### config.mk
export PLATFORM = sky130hd
export DESIGN_NAME = sync_hs_tx_flat
export DESIGN_NICKNAME = d
export VERILOG_FILES = /design/src/rtl/sync_hs_tx_if.sv /design/src/rtl/sync_hs_tx.sv /design/src/flat_wrapper.sv
export SDC_FILE = /design/constraint.sdc
export NUM_CORES = 1
export LEC_CHECK = 0
export CAP_MARGIN = 10
export CELL_PAD_IN_SITES_DETAIL_PLACEMENT = 1
export CELL_PAD_IN_SITES_GLOBAL_PLACEMENT = 2
export CORE_ASPECT_RATIO = 0.5
export CORE_MARGIN = 2
export CORE_UTILIZATION = 43
export DETAILED_ROUTE_END_ITERATION = 8
export DONT_BUFFER_PORTS = 1
export GPL_ROUTABILITY_DRIVEN = 0
export PLACE_DENSITY = 0.87
export SYNTH_ARGS = -nofsm -noshare
export SYNTH_HDL_FRONTEND = slang
export SYNTH_SLANG_ARGS = --single-unit
### constraint.sdc
create_clock -name clk -period 3.4 [get_ports clk]
set_input_delay 0.68 -clock clk [delete_from_list [all_inputs] [get_ports clk]]
set_output_delay 0.68 -clock clk [all_outputs]
set_load 0.01 [all_outputs]
### src/rtl/sync_hs_tx_if.sv
// sync_hs_tx_if: local word handshake and toggle req/ack crossing signals for sync_hs_tx
interface sync_hs_tx_if #(parameter int DW = 32);
  logic          src_vld;
  logic          src_rdy;
  logic [DW-1:0] src_data;
  logic          xfer_req;
  logic [DW-1:0] xfer_data;
  logic          xfer_ack;
  logic          done;
  logic          proto_err;
  logic          timeout;
  modport master (
    input  src_vld, src_data, xfer_ack,
    output src_rdy, xfer_req, xfer_data, done, proto_err, timeout
  );
  modport slave (
    output src_vld, src_data, xfer_ack,
    input  src_rdy, xfer_req, xfer_data, done, proto_err, timeout
  );
endinterface

### src/rtl/sync_hs_tx.sv
// sync_hs_tx: source end of a two-phase req/ack CDC handshake; optional WAIT_ACK timeout under SYNC_HS_TX_TIMEOUT_EN
module sync_hs_tx #(
  parameter int DW          = 32,
  parameter int SYNC_STAGES = 2,
  parameter int TO_CYCLES   = 1023,
  parameter int TOW         = 10
) (
  input logic          clk,
  input logic          rst,
  sync_hs_tx_if.master bus
);
  typedef enum logic {IDLE, WAIT_ACK} state_t;
  state_t                 state, state_nxt;
  logic [SYNC_STAGES-1:0] ack_sync;
  logic                   ack_s, ack_prev, accept, complete;
  logic                   req, done_q, perr;
  logic [DW-1:0]          data;
  if (SYNC_STAGES < 2 || SYNC_STAGES > 4 || (2**TOW) <= TO_CYCLES) begin : g_bad_params
    $error("sync_hs_tx: illegal parameter combination");
  end
  assign ack_s    = ack_sync[SYNC_STAGES-1];
  assign accept   = bus.src_vld && state == IDLE;
  assign complete = state == WAIT_ACK && ack_s == req;
  always_comb begin
    state_nxt = accept ? WAIT_ACK : complete ? IDLE : state;
  end
  always_ff @(posedge clk or posedge rst) begin
    if (rst) begin
      state    <= IDLE;
      ack_sync <= '0;
      ack_prev <= 1'b0;
      req      <= 1'b0;
      data     <= '0;
      done_q   <= 1'b0;
      perr     <= 1'b0;
    end else begin
      state    <= state_nxt;
      ack_sync <= {ack_sync[SYNC_STAGES-2:0], bus.xfer_ack};
      ack_prev <= ack_s;
      done_q   <= complete;
      if (state == IDLE && ack_s != ack_prev) perr <= 1'b1;
      if (accept) begin
        data <= bus.src_data;
        req  <= ~req;
      end
    end
  end
  assign bus.src_rdy   = state == IDLE;
  assign bus.xfer_req  = req;
  assign bus.xfer_data = data;
  assign bus.done      = done_q;
  assign bus.proto_err = perr;
`ifdef SYNC_HS_TX_TIMEOUT_EN
  logic [TOW-1:0] cnt;
  logic           to_q;
  // counter saturates at the limit so the flag cannot be lost to a wrap
  always_ff @(posedge clk or posedge rst) begin
    if (rst) begin
      cnt  <= '0;
      to_q <= 1'b0;
    end else if (accept) begin
      cnt <= '0;
    end else if (state == WAIT_ACK) begin
      if (cnt != TOW'(TO_CYCLES)) cnt <= cnt + 1'b1;
      if (cnt >= TOW'(TO_CYCLES - 1)) to_q <= 1'b1;
    end
  end
  assign bus.timeout = to_q;
`else
  assign bus.timeout = 1'b0;
`endif
endmodule

### src/flat_wrapper.sv
// flat-port wrapper written by rule: the top's interface ports become plain ports
module sync_hs_tx_flat 
#(
  parameter int DW          = 32,
  parameter int SYNC_STAGES = 2,
  parameter int TO_CYCLES   = 1023,
  parameter int TOW         = 10
)
  (clk, rst, bus_src_vld, bus_src_data, bus_xfer_ack, bus_src_rdy, bus_xfer_req, bus_xfer_data, bus_done, bus_proto_err, bus_timeout);
  sync_hs_tx_if #(.DW(DW)) bus_i ();
  input logic clk;
  input logic rst;
  input wire logic [$bits(bus_i.src_vld)-1:0] bus_src_vld;
  input wire logic [$bits(bus_i.src_data)-1:0] bus_src_data;
  input wire logic [$bits(bus_i.xfer_ack)-1:0] bus_xfer_ack;
  output wire logic [$bits(bus_i.src_rdy)-1:0] bus_src_rdy;
  output wire logic [$bits(bus_i.xfer_req)-1:0] bus_xfer_req;
  output wire logic [$bits(bus_i.xfer_data)-1:0] bus_xfer_data;
  output wire logic [$bits(bus_i.done)-1:0] bus_done;
  output wire logic [$bits(bus_i.proto_err)-1:0] bus_proto_err;
  output wire logic [$bits(bus_i.timeout)-1:0] bus_timeout;
  assign bus_i.src_vld = bus_src_vld;
  assign bus_i.src_data = bus_src_data;
  assign bus_i.xfer_ack = bus_xfer_ack;
  assign bus_src_rdy = bus_i.src_rdy;
  assign bus_xfer_req = bus_i.xfer_req;
  assign bus_xfer_data = bus_i.xfer_data;
  assign bus_done = bus_i.done;
  assign bus_proto_err = bus_i.proto_err;
  assign bus_timeout = bus_i.timeout;
  sync_hs_tx #(.DW(DW), .SYNC_STAGES(SYNC_STAGES), .TO_CYCLES(TO_CYCLES), .TOW(TOW)) u_core (.clk(clk), .rst(rst), .bus(bus_i));
endmodule
==> flow_metrics.py, run 1 <==
metrics = {
    "timing": {
        "fin_worst_skew_ns": 0.00252,
        "holdWs_ns": 0.361,
        "final_hold_viol_count": 0,
        "setup_ws_ns": 1.53,
        "fin_crit_sh": 0.550,
        "setup_tns_ns": 0,
        "tightest_slew_ns": 0.663,
        "max_freq_mhz": 534,
        "maxSlewHeadroom": 0.557,
        "rsz0062_at_grt": "no",
        "period_minus_slack_ns": 1.87,
        "setup_viol": 0,
        "finalMaxSlewViolations": 0,
    },
    "finish": {
        "area_delta_synth_final_pct": 6.77,
        "drive_above_1_share": 0.457,
        "antenna_cells": 0,
        "nNetsFinal": 127,
    },
    "routing": {
        "drc": 0,
        "dr.pass1.iters": 2,
        "ant_nets": 0,
        "vias": 699,
        "avgViaCountPerCell": 4.89,
        "routed_wl_um": 2870,
        "first_iter_violations": 8,
        "wl_per_cell_um": 20.1,
    },
    "global_routing": {
        "antenna_found_initial": 0,
        "grt_pass1_wl_um": 4310,
        "grt_max_degree": 40,
        "first_global_vias": 779,
        "grt_usage": 0.140,
        "grt_overflow_total": 0,
    },
    "setup_path": {
        "cpLargestDelayFamily": "simple AND/OR/NAND/NOR gates",
        "worstSetupStartpointType": "flop",
        "crit_type": "flop to flop",
        "slowest_stage": "nor2b_4",
        "critPathMaxStageDelay_ns": 0.56,
        "reg2reg_depth": 3,
        "critPathCaptureType": "flop",
        "path_cells": "nor2b_4, buf_4, mux2_4",
        "cp_num_buf_inv": 1,
        "required_ns": 3.56,
        "path_depth": 3,
        "worst_ep_arrival_time_ns": 2.03,
        "path_max_fanout": 18,
    },
    "clock_tree": {
        "clock_latency_ns": 0.28,
        "cts.sinks": 39,
        "cts-htree-levels": 2,
        "cts.path.max_buffers": 2,
        "cts_tree": "done",
        "numCtsBuffers": 5,
        "ctsHoldBuffers": 0,
        "root_buffer": "clkbuf_8",
        "post_cts_buffers": 0,
        "clkTransAtPathRegs_ns": 0.07,
        "ctsResizeCount": 0,
    },
    "die": {
        "start_util": 0.456,
        "rows": 15,
        "die_area_mm2": 0.00423,
        "io_pins": 73,
        "coreArea_mm2": 0.00349,
        "fp.dieH_um": 47,
        "die_x_um": 90.0,
    },
    "pwr": {
        "p_leak_nw": 0.784,
        "power_switching_share": 0.322,
        "ir_drop_mv": 0.291,
        "seqPwrFrac": 0.551,
        "p_per_area_mw_per_mm2": 1020,
        "comb_power_share": 0.260,
        "p_sw_uw": 558,
        "power.total_mw": 1.73,
        "clkPwrFrac": 0.189,
        "cellInternalPower_mw": 1.17,
    },
    "place": {
        "port_buffers": 0,
        "pre_cts_ws_ns": 1.27,
    },
    "synth": {
        "synth_seq_cells": 39,
        "yosysUniqueCellTypes": 15,
        "avgSynthCellArea_um2": 18.3,
        "synth_top_cell_area_share": 0.614,
        "synth-seq-area-share": 0.614,
        "ys_top_cells_by_area": "dfrtp_1 61%, mux2_4 27%, buf_12 3.8%",
        "synth.largest_area_cell": "dfrtp_1",
        "synthCells": 87,
        "mappedNetlistNets": 123,
        "syn_area_mm2": 0.00159,
        "ys_warn_count": 0,
    },
    "min_path": {
        "hold_depth": 0,
        "hold_class": "flop to flop",
    },
    "run_status": {
        "status": "complete, no violations",
    },
    "run": {
        "maxCapViolCount": 0,
    },
}
## registers in the layout, summed over array words and instances (netlist names)
signal / count
u_core.bus.proto_err: 1
u_core.ack_prev: 1
u_core.ack_sync: 2
u_core.bus.xfer_data: 32
u_core.state: 1
u_core.bus.done: 1
u_core.bus.xfer_req: 1
## through the flow
stage / cell area (um^2) / std cells / util
floorplan: 1590 / 87 / -
global placement: 1600 / 135 / 0.458
detailed placement: 1600 / 135 / 0.458
CTS: 1700 / 143 / 0.486
global route: 1700 / 143 / 0.486
finish: 1700 / 143 / 0.486
## layout make-up
class	instances	area (um^2)
Fill cell	347	1790
Sequential cell	39	976
Inverter	2	7.51
Timing Repair Buffer	2	15.0
Tap cell	51	63.8
Multi-Input combinational cell	41	536
Clock buffer	8	100
## cells by family (layout without fill, tap and decap cells)
| kind of cell | Yosys count | after routing | synth area share |
|---|---|---|---|
| flip-flops | 39 | 39 | 0.614 |
| AO/OA/AOI/OAI | 2 | 2 | 0.00787 |
| other | 1 | 1 | 0.00236 |
| buffers and inverters | 7 | 12 | 0.0543 |
| multiplexers | 32 | 32 | 0.295 |
| XOR/XNOR | 3 | 3 | 0.0165 |
| AND/OR/NAND/NOR | 3 | 3 | 0.0102 |
## metal layers
layer	vias up	GRT usage	share of wire
met2	31	0.274	0.54
met1	372	0.145	0.39
met4	0	0.0462	0
met3	0	0.0610	0.062
met5	-	0	0
li1	296	-	-
## final timing paths
| kind | start | endpoint | slack, ns |
|---|---|---|---|
| worst max register to register | u_core.state$_DFFE_PP0P_ | u_core.bus.xfer_data[8]$_DFFE_PP0P_ | 1.53 |
| worst min-delay path | u_core.ack_sync[0]$_DFF_PP0_ | u_core.ack_sync[1]$_DFF_PP0_ | 0.36 |
| worst max-delay path | u_core.state$_DFFE_PP0P_ | u_core.bus.xfer_data[8]$_DFFE_PP0P_ | 1.53 |
| min in group asynchronous | rst | u_core.bus.xfer_data[3]$_DFFE_PP0P_ | 0.41 |
| worst min register to register | u_core.ack_sync[0]$_DFF_PP0_ | u_core.ack_sync[1]$_DFF_PP0_ | 0.36 |
| max in group asynchronous | rst | u_core.bus.xfer_data[16]$_DFFE_PP0P_ | 2.66 |
## power groups by stage
stage | Combinational, mW | Clock (mW) | Sequential [mW]
3_5_place_dp | 0.455 | 0 | 0.965
6_report | 0.450 | 0.328 | 0.954
5_1_grt | 0.483 | 0.365 | 0.979
3_3_place_gp | 0.425 | 0 | 0.950
2_1_floorplan | 0.449 | 0 | 0.898
4_1_cts | 0.458 | 0.344 | 0.959
## cell usage in the layout, fill, tap and decap left out, drive strengths merged
master,count
a21o,1
a21oi,1
and2,1
buf,2
clkbuf,8
conb,1
dfrtp,39
inv,2
mux2,32
nor2,1
nor2b,1
xnor2,1
xor2,2
## cell usage after synthesis
master    n
and2_1    1
buf_6     1
conb_1    1
buf_12    3
nor2_1    1
buf_4     1
a21o_1    1
inv_1     2
xor2_1    2
xnor2_1   1
a21oi_1   1
mux2_4   29
mux2_2    3
dfrtp_1  39
nor2b_1   1
No activity file was read; power rests on OpenSTA's default activity.
==> run 2, diff against run 1 <==
--- a/config.mk
+++ b/config.mk
@@ -10,11 +10,11 @@
 export CELL_PAD_IN_SITES_GLOBAL_PLACEMENT = 2
 export CORE_ASPECT_RATIO = 0.5
 export CORE_MARGIN = 2
-export CORE_UTILIZATION = 43
+export CORE_UTILIZATION = 40
 export DETAILED_ROUTE_END_ITERATION = 8
 export DONT_BUFFER_PORTS = 1
 export GPL_ROUTABILITY_DRIVEN = 0
-export PLACE_DENSITY = 0.87
+export PLACE_DENSITY = 0.82
 export SYNTH_ARGS = -nofsm -noshare
 export SYNTH_HDL_FRONTEND = slang
 export SYNTH_SLANG_ARGS = --single-unit
==> constraint.sdc (replaced) <==
create_clock -name clk -period 1.74 [get_ports clk]
set_input_delay 0.348 -clock clk [delete_from_list [all_inputs] [get_ports clk]]
set_output_delay 0.348 -clock clk [all_outputs]
set_load 0.01 [all_outputs]
==> flow_metrics.py, run 2 (same netlist as run 1, synthesis figures left out) <==
metrics = {
    "run_status": {
        "status": "complete, no violations",
    },
    "setup_path": {
        "reg2reg_slack_ns": 0.34,
        "reg2reg_depth": 3,
        "slowest_stage": "dfrtp_1",
        "required_ns": 1.90,
        "crit_type": "flop to flop",
        "path_cells": "nor2b_4, buf_4, mux2_2",
        "worst_ep_arrival_time_ns": 1.57,
        "critPathLaunch": "u_core.state$_DFFE_PP0P_",
        "critPathCaptureType": "flop",
        "path_max_fanout": 16,
        "critPathMaxStageDelay_ns": 0.44,
        "r2r_end": "u_core.bus.xfer_data[4]$_DFFE_PP0P_",
        "r2r-start": "u_core.state$_DFFE_PP0P_",
        "worstSetupStartpointType": "flop",
    },
    "pwr": {
        "p_leak_nw": 0.793,
        "power.total_mw": 3.31,
        "comb_power_share": 0.272,
        "clkPwrFrac": 0.171,
        "cellInternalPower_mw": 2.24,
        "power_switching_share": 0.323,
        "seqPwrFrac": 0.557,
        "p_sw_mw": 1.07,
        "p_per_area_mw_per_mm2": 1920,
        "ir_drop_mv": 0.590,
    },
    "min_path": {
        "min_from": "bus_xfer_ack",
        "hold_class": "input pin to flop",
        "hold_depth": 0,
        "holdPathEnd": "u_core.ack_sync[0]$_DFF_PP0_",
    },
    "global_routing": {
        "grt_overflow_total": 0,
        "antenna_found_initial": 0,
        "grt_pass1_wl_um": 4360,
        "first_global_vias": 769,
        "grt_max_degree": 24,
        "grt_usage": 0.130,
    },
    "timing": {
        "fin_crit_sh": 0.806,
        "finalMaxSlewViolations": 0,
        "setup_tns_ns": 0,
        "period_minus_slack_ns": 1.40,
        "rsz0062_at_grt": "no",
        "fin_worst_skew_ns": 0.00513,
        "setup_viol": 0,
        "final_hold_viol_count": 0,
        "max_freq_mhz": 713,
    },
    "clock_tree": {
        "numCtsBuffers": 5,
        "cts_tree": "done",
        "ctsResizeCount": 0,
        "cts.sinks": 39,
        "clock_latency_ns": 0.28,
        "post_cts_buffers": 0,
        "root_buffer": "clkbuf_8",
        "ctsHoldBuffers": 1,
        "cts.path.max_buffers": 2,
        "clkTransAtPathRegs_ns": 0.07,
        "cts-htree-levels": 2,
    },
    "routing": {
        "dr.pass1.iters": 2,
        "avgViaCountPerCell": 4.78,
        "ant_nets": 0,
        "vias": 712,
        "drc": 0,
        "first_iter_violations": 33,
        "wl_per_cell_um": 18.2,
        "routed_wl_um": 2710,
    },
    "finish": {
        "post-route-util": 0.445,
        "nNetsFinal": 130,
        "largest_reg_flops": 32,
        "final_common_cell": "dfrtp_1",
        "nFillCells": 380,
        "drive_above_1_share": 0.453,
        "area_delta_synth_final_pct": 8.18,
        "antenna_cells": 0,
        "fin_cells": 149,
        "final_cell_mix": "39 x dfrtp_1, 29 x mux2_4, 5 x clkbuf_8",
    },
    "die": {
        "start_util": 0.412,
        "coreArea_mm2": 0.00386,
        "fp.dieH_um": 48.6,
        "io_pins": 73,
        "die_area_mm2": 0.00453,
        "rows": 16,
        "die_x_um": 93.2,
    },
    "place": {
        "dp.cells": 140,
        "port_buffers": 0,
    },
    "run": {
        "maxCapViolCount": 0,
    },
}
[run 2: critical path: cells and delay by family (launching register included)]
family                 cells  cell delay (ns)
multiplexers               1             0.37
flip-flops                 1             0.44
buffers and inverters      1             0.31
AND/OR/NAND/NOR            1             0.16
[run 2: how the worst max path moves through the flow]
stage,endpoint,slack (ns),depth (start not counted)
global route,u_core.bus.xfer_data[4]$_DFFE_PP0P_,0.28,3
finish,u_core.bus.xfer_data[4]$_DFFE_PP0P_,0.34,3
detailed placement,u_core.bus.xfer_data[4]$_DFFE_PP0P_,0.34,3
CTS,u_core.bus.xfer_data[4]$_DFFE_PP0P_,0.33,3
global placement,u_core.bus.xfer_data[4]$_DFFE_PP0P_,0.39,3
floorplan,u_core.ack_prev$_DFF_PP0_,0.50,1
[run 2: metrics by stage]
step,area (um^2),hold WS (ns),setup slack (ns)
2_1_floorplan,1590,0.331,0.503
3_3_place_gp,1630,0.285,0.385
3_5_place_dp,1630,0.283,0.337
4_1_cts,1720,0.0815,0.326
5_1_grt,1720,0.0655,0.276
6_report,1720,0.0966,0.337
[run 2: final cells by class]
cell class	count	area, um^2	share of cell area
clock inverter	1	5.00	0.00291
multi-input combinational	41	536	0.311
inverter	2	7.51	0.00436
clock buffer	7	76.3	0.0444
sequential	39	976	0.567
timing repair buffer	5	52.6	0.0305
tap	54	67.6	0.0393
[run 2: routing by layer]
| metal | part of all wire | track usage |
|---|---|---|
| met2 | 0.50 | 0.202 |
| met4 | 0.010 | 0.0441 |
| met5 | 0 | 0 |
| met1 | 0.40 | 0.161 |
| met3 | 0.084 | 0.0623 |
[run 2: power groups by stage]
stage / Clock, mW / Combinational, mW / Sequential, mW
floorplan: 0 / 0.877 / 1.75
global placement: 0 / 0.878 / 1.85
detailed placement: 0 / 0.917 / 1.87
CTS: 0.592 / 0.917 / 1.86
global route: 0.648 / 0.965 / 1.90
finish: 0.567 / 0.899 / 1.84
==> run 3, diff against run 2 <==
==> constraint.sdc (replaced) <==
create_clock -name clk -period 1.4 [get_ports clk]
set_input_delay 0.28 -clock clk [delete_from_list [all_inputs] [get_ports clk]]
set_output_delay 0.28 -clock clk [all_outputs]
set_load 0.01 [all_outputs]
==> flow_metrics.py, run 3 (same netlist as run 1, synthesis figures left out) <==
metrics = {
    "clock_tree": {
        "numCtsBuffers": 5,
        "cts.sinks": 39,
        "cts-htree-levels": 2,
        "clkTransAtPathRegs_ns": 0.07,
        "cts_tree": "done",
        "clock_latency_ns": 0.28,
        "cts.path.max_buffers": 2,
        "root_buffer": "clkbuf_8",
        "ctsResizeCount": 0,
    },
    "routing": {
        "ant_nets": 0,
        "dr.pass1.iters": 2,
        "first_iter_violations": 7,
        "drc": 0,
        "wl_per_cell_um": 18.6,
        "avgViaCountPerCell": 4.79,
        "vias": 704,
        "routed_wl_um": 2730,
    },
    "place": {
        "port_buffers": 0,
    },
    "global_routing": {
        "grt_overflow_total": 0,
        "first_global_vias": 794,
        "grt_max_degree": 21,
        "grt_usage": 0.129,
        "antenna_found_initial": 0,
        "grt_pass1_wl_um": 4290,
    },
    "pwr": {
        "seqPwrFrac": 0.558,
        "cellInternalPower_mw": 2.79,
        "p_leak_nw": 0.791,
        "power_switching_share": 0.321,
        "ir_drop_mv": 0.633,
        "p_per_area_mw_per_mm2": 2380,
        "p_sw_mw": 1.32,
        "clkPwrFrac": 0.165,
        "comb_power_share": 0.277,
    },
    "die": {
        "start_util": 0.412,
        "fp.dieH_um": 48.6,
        "die_x_um": 93.2,
        "rows": 16,
        "coreArea_mm2": 0.00386,
        "die_area_mm2": 0.00453,
        "io_pins": 73,
    },
    "min_path": {
        "min_from": "bus_xfer_ack",
        "hold_class": "input pin to flop",
        "holdPathEnd": "u_core.ack_sync[0]$_DFF_PP0_",
        "hold_depth": 0,
    },
    "finish": {
        "nNetsFinal": 130,
        "largest_reg_flops": 32,
        "area_delta_synth_final_pct": 8.42,
        "antenna_cells": 0,
        "final_cell_mix": "39 x dfrtp_1, 29 x mux2_4, 5 x clkbuf_8",
        "final_common_cell": "dfrtp_1",
        "drive_above_1_share": 0.452,
    },
    "setup_path": {
        "slowest_stage": "dfrtp_1",
        "reg2reg_depth": 3,
        "crit_type": "flop to flop",
        "path_max_fanout": 20,
        "worst_ep_arrival_time_ns": 1.47,
        "critPathMaxStageDelay_ns": 0.44,
        "required_ns": 1.57,
        "r2r_end": "u_core.bus.xfer_data[4]$_DFFE_PP0P_",
        "reg2reg_slack_ns": 0.1,
        "path_cells": "nor2b_4, buf_12, mux2_2",
        "r2r-start": "u_core.state$_DFFE_PP0P_",
        "critPathCaptureType": "flop",
        "worstSetupStartpointType": "flop",
    },
    "timing": {
        "setup_tns_ns": 0,
        "period_minus_slack_ns": 1.30,
        "fin_crit_sh": 0.931,
        "holdWs_ns": 0.0231,
        "setup_viol": 0,
        "fin_worst_skew_ns": 0.00467,
        "final_hold_viol_count": 0,
        "finalMaxSlewViolations": 0,
        "max_freq_mhz": 767,
        "rsz0062_at_grt": "no",
    },
    "run_status": {
        "status": "complete, no violations",
    },
    "run": {
        "maxCapViolCount": 0,
    },
}
[run 3: changes by cell type in the layout (fill, tap and decap cells not counted)]
cell / delta
buf_12: +1
buf_4: -1
clkbuf_1: -1
clkinv_2: -1
[run 3: per-stage QoR]
stage          instance area (um^2)  cells  setup WS, ns  power [mW]   util
2_1_floorplan                  1590     87         0.168        3.27      -
3_3_place_gp                   1640    140         0.123        3.41  0.425
3_5_place_dp                   1640    140        0.0921        3.47  0.425
4_1_cts                        1720    147        0.0772        4.19  0.446
5_1_grt                        1720    147        0.0373        4.35  0.446
6_report                       1720    147        0.0963        4.10  0.446
[run 3: repair_timing]
item,in CTS,in global routing
hold buffers,1,0
endpoints found under the hold margin,9,0
buffers inserted,0,0
[run 3: layer usage]
layer | track usage | vias to the layer above | routed length [um]
met1 | 0.150 | 367 | 1120
met5 | 0 | - | 0
met2 | 0.209 | 31 | 1380
met4 | 0.0588 | 0 | 39
met3 | 0.0545 | 5 | 184
li1 | - | 301 | -
[run 3: worst max path at each step]
stage	cells after the start	slack (ns)	to	startpoint
2_1_floorplan	4	0.17	u_core.bus.xfer_data[0]$_DFFE_PP0P_	u_core.state$_DFFE_PP0P_
3_3_place_gp	3	0.12	u_core.bus.xfer_data[4]$_DFFE_PP0P_	u_core.state$_DFFE_PP0P_
3_5_place_dp	3	0.09	u_core.bus.xfer_data[4]$_DFFE_PP0P_	u_core.state$_DFFE_PP0P_
4_1_cts	3	0.08	u_core.bus.xfer_data[4]$_DFFE_PP0P_	u_core.state$_DFFE_PP0P_
5_1_grt	3	0.04	u_core.bus.xfer_data[4]$_DFFE_PP0P_	u_core.state$_DFFE_PP0P_
6_report	3	0.1	u_core.bus.xfer_data[4]$_DFFE_PP0P_	u_core.state$_DFFE_PP0P_
[run 3: power groups by stage]
stage	combinational (mW)	clock [mW]	sequential [mW]
4_1_cts	1.15	0.721	2.31
3_3_place_gp	1.11	0	2.30
2_1_floorplan	1.09	0	2.18
6_report	1.14	0.677	2.29
5_1_grt	1.22	0.766	2.36
3_5_place_dp	1.15	0	2.32
[run 3: cell type report]
cell class,instances,area [um^2]
Clock buffer,6,72.6
Fill cell,383,2140
Inverter,2,7.51
Multi-Input combinational cell,41,536
Sequential cell,39,976
Tap cell,54,67.6
Timing Repair Buffer,5,65.1
[run 3: worst max-delay path: cells and delay by family (launching register included)]
kind | cells | cell delay [ns]
simple gates | 1 | 0.19
buf+inv | 1 | 0.21
mux | 1 | 0.35
flops | 1 | 0.44
